`src/rtl/serial_pkg.sv`:
```
// Shared encodings and line levels for the serial transmitter.
package serial_pkg;

    typedef enum logic [1:0] {
        IDLE  = 2'd0,
        START = 2'd1,
        DATA  = 2'd2,
        STOP  = 2'd3
    } state_t;

    localparam logic IDLE_LVL  = 1'b1;
    localparam logic START_LVL = 1'b0;
    localparam logic STOP_LVL  = 1'b1;

    // Counter width for a modulo-n counter; never narrower than one bit.
    function automatic int cnt_w(input int n);
        return (n > 1) ? $clog2(n) : 1;
    endfunction

endpackage

```
`src/rtl/bit_timer.sv`:
```
// Bit-period timer: tick is high on the last cycle of each bit period.
module bit_timer
    import serial_pkg::*;
#(
    parameter int CLKS_PER_BIT = 4
) (
    input  logic clk,
    input  logic rst,
    input  logic clear,
    output logic tick
);

    localparam int              CW   = cnt_w(CLKS_PER_BIT);
    localparam logic [CW-1:0]   LAST = CW'(CLKS_PER_BIT - 1);

    logic [CW-1:0] cnt;

    // Count 0..CLKS_PER_BIT-1 and wrap; clear restarts the period at zero.
    always_ff @(posedge clk or posedge rst) begin
        if (rst)
            cnt <= '0;
        else if (clear || cnt == LAST)
            cnt <= '0;
        else
            cnt <= cnt + 1'b1;
    end

    // With one clock per bit the counter stays at zero and tick is always high.
    assign tick = (cnt == LAST);

endmodule

```
`src/rtl/serial_tx.sv`:
```
// Parallel-to-serial transmitter: start bit, DATA_W data bits LSB first, stop bit.
// Every output is a flop, so the line never glitches.
module serial_tx
    import serial_pkg::*;
#(
    parameter int CLKS_PER_BIT = 4,
    parameter int DATA_W       = 8
) (
    input  logic              clk,
    input  logic              rst,
    input  logic [DATA_W-1:0] tx_data,
    input  logic              tx_valid,
    output logic              tx_ready,
    output logic              tx,
    output logic              busy,
    output logic              done
);

    localparam int            BW   = cnt_w(DATA_W);
    localparam logic [BW-1:0] LAST = BW'(DATA_W - 1);

    state_t            state, state_n;
    logic [BW-1:0]     bit_cnt, bit_cnt_n;
    logic [DATA_W-1:0] shreg, shreg_n;
    logic              tx_n, ready_n, busy_n, done_n;
    logic              tick;

    // The timer is held cleared while idle, so the accept edge starts a fresh period.
    bit_timer #(.CLKS_PER_BIT(CLKS_PER_BIT)) u_timer (
        .clk   (clk),
        .rst   (rst),
        .clear (state == IDLE),
        .tick  (tick)
    );

    // State and output registers; reset forces the line idle immediately.
    always_ff @(posedge clk or posedge rst) begin
        if (rst) begin
            state    <= IDLE;
            bit_cnt  <= '0;
            shreg    <= '0;
            tx       <= IDLE_LVL;
            tx_ready <= 1'b1;
            busy     <= 1'b0;
            done     <= 1'b0;
        end else begin
            state    <= state_n;
            bit_cnt  <= bit_cnt_n;
            shreg    <= shreg_n;
            tx       <= tx_n;
            tx_ready <= ready_n;
            busy     <= busy_n;
            done     <= done_n;
        end
    end

    // Next-state and next-output logic; each bit advances only on a timer tick.
    always_comb begin
        state_n   = state;
        bit_cnt_n = bit_cnt;
        shreg_n   = shreg;
        tx_n      = tx;
        ready_n   = tx_ready;
        busy_n    = busy;
        done_n    = 1'b0;
        case (state)
            IDLE: begin
                if (tx_valid && tx_ready) begin
                    shreg_n = tx_data;
                    state_n = START;
                    tx_n    = START_LVL;
                    ready_n = 1'b0;
                    busy_n  = 1'b1;
                end
            end
            START: begin
                if (tick) begin
                    state_n   = DATA;
                    tx_n      = shreg[0];
                    shreg_n   = shreg >> 1;
                    bit_cnt_n = '0;
                end
            end
            DATA: begin
                if (tick) begin
                    if (bit_cnt == LAST) begin
                        state_n = STOP;
                        tx_n    = STOP_LVL;
                    end else begin
                        tx_n      = shreg[0];
                        shreg_n   = shreg >> 1;
                        bit_cnt_n = bit_cnt + 1'b1;
                    end
                end
            end
            STOP: begin
                if (tick) begin
                    state_n = IDLE;
                    tx_n    = IDLE_LVL;
                    ready_n = 1'b1;
                    busy_n  = 1'b0;
                    done_n  = 1'b1;
                end
            end
            default: begin
                state_n = IDLE;
                tx_n    = IDLE_LVL;
                ready_n = 1'b1;
                busy_n  = 1'b0;
            end
        endcase
    end

endmodule

```
`config.mk`:
```
export PLATFORM = sky130hd
export DESIGN_NAME = serial_tx
export DESIGN_NICKNAME = d
export VERILOG_FILES = /design/src/rtl/serial_pkg.sv /design/src/rtl/bit_timer.sv /design/src/rtl/serial_tx.sv
export SDC_FILE = /design/constraint.sdc
export NUM_CORES = 1
export LEC_CHECK = 0
export BUFFER_PORTS_ARGS = -buffer_cell sky130_fd_sc_hd__buf_4
export CAP_MARGIN = 20
export CORE_MARGIN = 2
export CORE_UTILIZATION = 49
export DETAILED_ROUTE_END_ITERATION = 10
export HOLD_SLACK_MARGIN = 0.08
export MAX_ROUTING_LAYER = met4
export PLACE_DENSITY = 0.76
export SLEW_MARGIN = 20
export SYNTH_ARGS = -nofsm -noshare
export SYNTH_HDL_FRONTEND = slang
export SYNTH_SLANG_ARGS = --single-unit
export TNS_END_PERCENT = 5
```
`constraint.sdc`:
```
create_clock -name clk -period 1.75 [get_ports clk]
set_input_delay 0.0875 -clock clk [delete_from_list [all_inputs] [get_ports clk]]
set_output_delay 0.0875 -clock clk [all_outputs]
set_load 0.03 [all_outputs]
```
## After elaboration in Yosys (flattened, before gate mapping)

Index checks and enable logic that the tools add are counted.

| cells by class | value |
|---|---|
| reductions and logical operators | 11 |
| mux-type cells | 28 |
| equal/unequal tests | 11 |
| add/sub/neg operators | 2 |

Operators with widths:

| cell | number |
|---|---|
| $mux W8 | 4 |
| $pmux W8 S3 | 1 |
| $mux W2 | 6 |
| $ne A2 B2 Y1 const B | 6 |
| $reduce_and A5 Y1 | 2 |
| $mux W1 | 9 |
| $mux W3 | 3 |
| $pmux W2 S4 | 1 |
| $reduce_and A4 Y1 | 2 |
| $eq A2 B2 Y1 const B | 3 |
| $pmux W3 S2 | 1 |
| $pmux W1 S2 | 2 |
| $pmux W1 S4 | 1 |
| $reduce_bool A2 Y1 | 2 |
| $add A3 B1 Y3 const B | 1 |
| $eq A3 B3 Y1 const B | 1 |
| $reduce_and A3 Y1 | 1 |
| $reduce_bool A3 Y1 | 1 |
| $add A2 B1 Y2 const B | 1 |
| $eq A2 B1 Y1 const B | 1 |
| $logic_not A2 Y1 | 1 |
| $logic_and A1 B1 Y1 | 1 |
| $logic_or A1 B1 Y1 | 1 |

| word-level totals | value |
|---|---|
| output and inout port bits | 4 |
| register bits after elaboration | 19 |
| bits of input ports | 11 |

## Longest topological paths before layout

| depth | value |
|---|---|
| depth in word-level cells | 4 |
| depth in mapped cells | 5 |

## Modules after synthesis

From an unflattened synthesis, not the netlist that was laid out.

| unflattened totals | value |
|---|---|
| cell total of the unflattened synthesis | 86 |
| area, all modules | 1053.5 um^2 |

By module, submodules not included:

| module | cells an instance | sequential area each (um^2) | area each (um^2) | instances |
|---|---|---|---|---|
| serial_tx | 80 | 427.9 | 964.7 | 1 |
| bit_timer | 6 | 50.0 | 88.8 | 1 |

## Worst setup path after synthesis

OpenSTA, ideal clock, no wires.

| timing path | value |
|---|---|
| path type | register to register |
| start | register state[0] |
| end | register shreg[0] |
| setup slack | 0.043 ns |
| period minus slack after synthesis | 1.707 ns |
| stages on the path, launching flop included | 6 |
| arrival time | 1.582 ns |
| path buffers | 1 |
| setup time | 0.125 ns |
| path through | dfrtp_1 > inv_1 > ha_1 > clkbuf_1 > mux2_2 > mux2_2 |

| between the ends | value |
|---|---|
| longest elaborated chain between the ends | 3 |
| elaborated cells on any way between the ends | 10 |

RTL lines:

| what | RTL line | text |
|---|---|---|
| from (decl) | serial_tx.sv:22 | `state_t state, state_n;` |
| from (signal assigned) | serial_tx.sv:47 | `state <= state_n;` |
| $eq A2 B2 Y1, or another cell as far along | serial_tx.sv:66 | `case (state)` |
| $ne A2 B2 Y1 (no line) / $reduce_bool A3 Y1 (equally long branches) | -- |  |
| $reduce_and A5 Y1 (no line) | -- |  |
| to (signal assigned) | serial_tx.sv:49 | `shreg <= shreg_n;` |
| to (decl) | serial_tx.sv:24 | `logic [DATA_W-1:0] shreg, shreg_n;` |

Several ways; a longest one is shown, not always the timed one.
A chain may end at the register's enable or synchronous reset.

## Worst setup path in the final report

| timing path | value |
|---|---|
| start | register state[0] |
| end | register shreg[4] |

The elaborated chain is that of the path after synthesis.

==> summary.md <==
| Metric | Value |
|---|---|
| Outcome | `completed` |
| Routed Antenna Nets | `0` |
| # clock sinks | `19` |
| Worst setup SP type | `flip-flop` |
| Hold path depth | `4` |
| Design area | `1220 um^2` |
| Postcts setup bufs | `0` |
| Initial antenna violation count | `0` |
| Primary FF master, synth | `dfrtp_1` |
| Share of cells above drive strength 1 | `47.6%` |
| Vias in the first global route | `740` |
| Synth area leaders | `dfrtp_1 (41%), mux2_2 (19%), ha_1 (9.7%)` |
| Ant diodes | `0` |
| Fmax | `606 MHz` |
| CP Max Fanout | `9` |
| Starting Density | `52.4%` |
| MaxCap Viol Count | `0` |
| Synth unique cells | `30` |
| DRT Wirelength | `1840 um` |
| Mapped Nets | `just over 100` |
| Slowest CP cell | `ha_2` |
| Global-route wire length before repair | `between 3000 and 4000 um` |
| I/O pin count | `15` |
| FFs w/ async S/R, synth | `100%` |
| Longest Clk Path Bufs | `2` |
| Final Hold Viols | `0` |
| CP Cell Sequence | `inv_1 -> ha_2 -> mux2_2 -> mux2_2` |
| Minimum clock period | `1.65 ns` |
| Worst setup EP type | `flip-flop` |
| Gpl congestion | `0.746` |
| RSZ-0062 raised after global routing | `false` |
| DR vias | `a little under 700` |
| Share of the synthesized area in the top cell type | `41.4%` |
| Endpoint, Worst Hold | `tx_ready` |
| Seq/Total Area, Yosys | `46.5%` |
| Crit Path Class | `flip-flop to flip-flop` |
| DRT Pass-1 Iters | `4` |
| Top cells by count, synth | `dfrtp_1 (17), mux2_2 (17), ha_1 (8)` |
| Fin util | `between 60 and 70%` |
| Worst path most repeated cell | `mux2_2` |
| Routed length per instance | `14.1 um` |
| Largest net degree at the start of global routing | `20` |
| Placed inst area | `1180 um^2` |
| Iteration-0 DRC Markers | `10` |
| Critical Path RT | `1.94 ns` |
| Gr usage total | `between 10% and 20%` |
| Port Buffer Count | `14` |
| Max IR drop VDD | `0.00101 V` |
| Final nets | `123` |
| Fill cell total of the finished layout | `178` |
| Syn_area_per_cell | `12.4 um^2` |
| Data arrival, critical path | `1.84 ns` |
| Setup violations, final | `0` |
| DIE AREA | `2480 um^2` |
| Slowest cell delay on critical path | `0.44 ns` |
| Leak | `0.554 nW` |
| Setup TNS | `0 ns` |
| Core area | `1960 um^2` |
| Min-delay src | `tx_valid` |
| DRC errors left | `0` |
| TritonCTS clock tree | `built` |
| Cell taking the most area after synthesis | `dfrtp_1` |
| Reg clk slew, reported paths | `about 0.10 ns` |
| Place WS | `about 0.047 ns` |
| Worst slew pin tran | `between 0.7 and 0.8 ns` |
| Clk root buf | `clkbuf_4` |
| Worst reg2reg path depth | `4` |
| Period utilization | `94.2%` |
| Via-to-Cell Ratio | `5.30` |
| Synth warn | `0` |
| Die X | `49.8 um` |
| FP Rows | `16` |
| Worst Hold Margin | `0.112 ns` |
| Final slew viol count | `0` |
| Setup ws final | `0.101 ns` |
| Synthesized area | `1030 um^2` |
| R2R setup slack | `0.10 ns` |
| Pwr/cell area | `between 2000 and 2500 nW/um^2` |
| Synth Register Bits | `19` |
| Worst skew pair latency | `0.30 ns` |
| Die H | `~50 um` |
| GRT Residual Overflow | `0` |
| EDFF count, synth | `0` |
| Setup Skew | `between 0.005 and 0.006 ns` |
| CTS H-tree lvls | `1` |
| Relative slew slack | `51.9%` |
| HPWL Detailed | `1360 um` |
| Worst r2r dst | `shreg[4]` |
| HP Class | `primary input to flip-flop` |
| Reg-to-reg critical path startpoint | `state[0]` |
| P&R area growth vs syn | `19.1%` |
| CTS Buf Count | `3` |
| Syn Inst Count | `83` |
[power by group]
part / leakage, nW / internal, mW / switching [mW]
logic: 0.320 / 0.802 / 0.681
clock network: 0.0150 / 0.0890 / 0.136
registers: 0.219 / 0.652 / 0.115
[worst max-delay path: cells and delay by family (launching register included)]
family	cells	cell delay, ns
buf+inv	1	0.11
mux	2	0.60
fa+ha+maj	1	0.44
flops	1	0.40
[worst max path at each step]
stage,startpoint,endpoint,slack [ns]
after global placement,state[0],shreg[6],0.07
after detailed placement,state[0],shreg[2],0.05
after CTS,state[0],shreg[5],0.02
after floorplan,state[0],shreg[0],0.04
after global routing,state[1],shreg[4],0.005
final,state[0],shreg[4],0.10
[cell usage in the layout, fill, tap and decap left out, types with 2 or more instances in the layout]
cell type   n
a21oi_1     3
a22oi_1     2
buf_4      17
clkbuf_4    3
dfrtp_1    17
dfstp_2     2
ha_1        5
ha_2        3
inv_1       4
mux2_2     17
nand2_1     4
nor2b_1     2
o21ai_0     4
[stage by stage]
stage	power [mW]	std cells
2_1_floorplan	1.92	83
3_3_place_gp	2.16	125
3_5_place_dp	2.24	125
4_1_cts	2.48	130
5_1_grt	2.68	130
6_report	2.48	130
[sequential cells by signal, summed over array words and instances (netlist names)]
name and cells:
shreg 8, bit_cnt 3, state 2, u_timer.cnt 2, busy 1, done 1
tx 1, tx_ready 1
[final cells by class]
type	count	area [um^2]	share of cell area, %
multi-input cells	57	531	43.3
inverters	5	18.8	1.53
clock buffers	4	26.3	2.15
well taps	27	33.8	2.76
repair buffers	18	138	11.2
flip-flops and latches	19	478	39.0
[repair_timing]
action	CTS	global route
gates resized for setup	0	3
setup endpoints to repair	0	9
hold endpoints to repair	17	0
hold buffers	1	0
[per-layer routing]
| metal | GRT usage (%) | share of wire [%] | vias up |
|---|---|---|---|
| met5 | - | 0 | - |
| met4 | 8.33 | 1.6 | 0 |
| met3 | 3.64 | 3.6 | 3 |
| met2 | 31.3 | 55 | 15 |
| met1 | 18.1 | 39 | 335 |
| li1 | - | - | 336 |
[cell families (layout without fill, tap and decap cells)]
group / after synthesis / after routing / share of synthesized area [%]
compound gates: 17 / 17 / 13.1
fa+ha+maj: 8 / 8 / 9.73
buf+inv: 7 / 27 / 2.67
flops: 19 / 19 / 46.5
mux: 18 / 18 / 19.7
simple gates: 14 / 14 / 8.27
No activity file was read; power rests on OpenSTA's default activity.
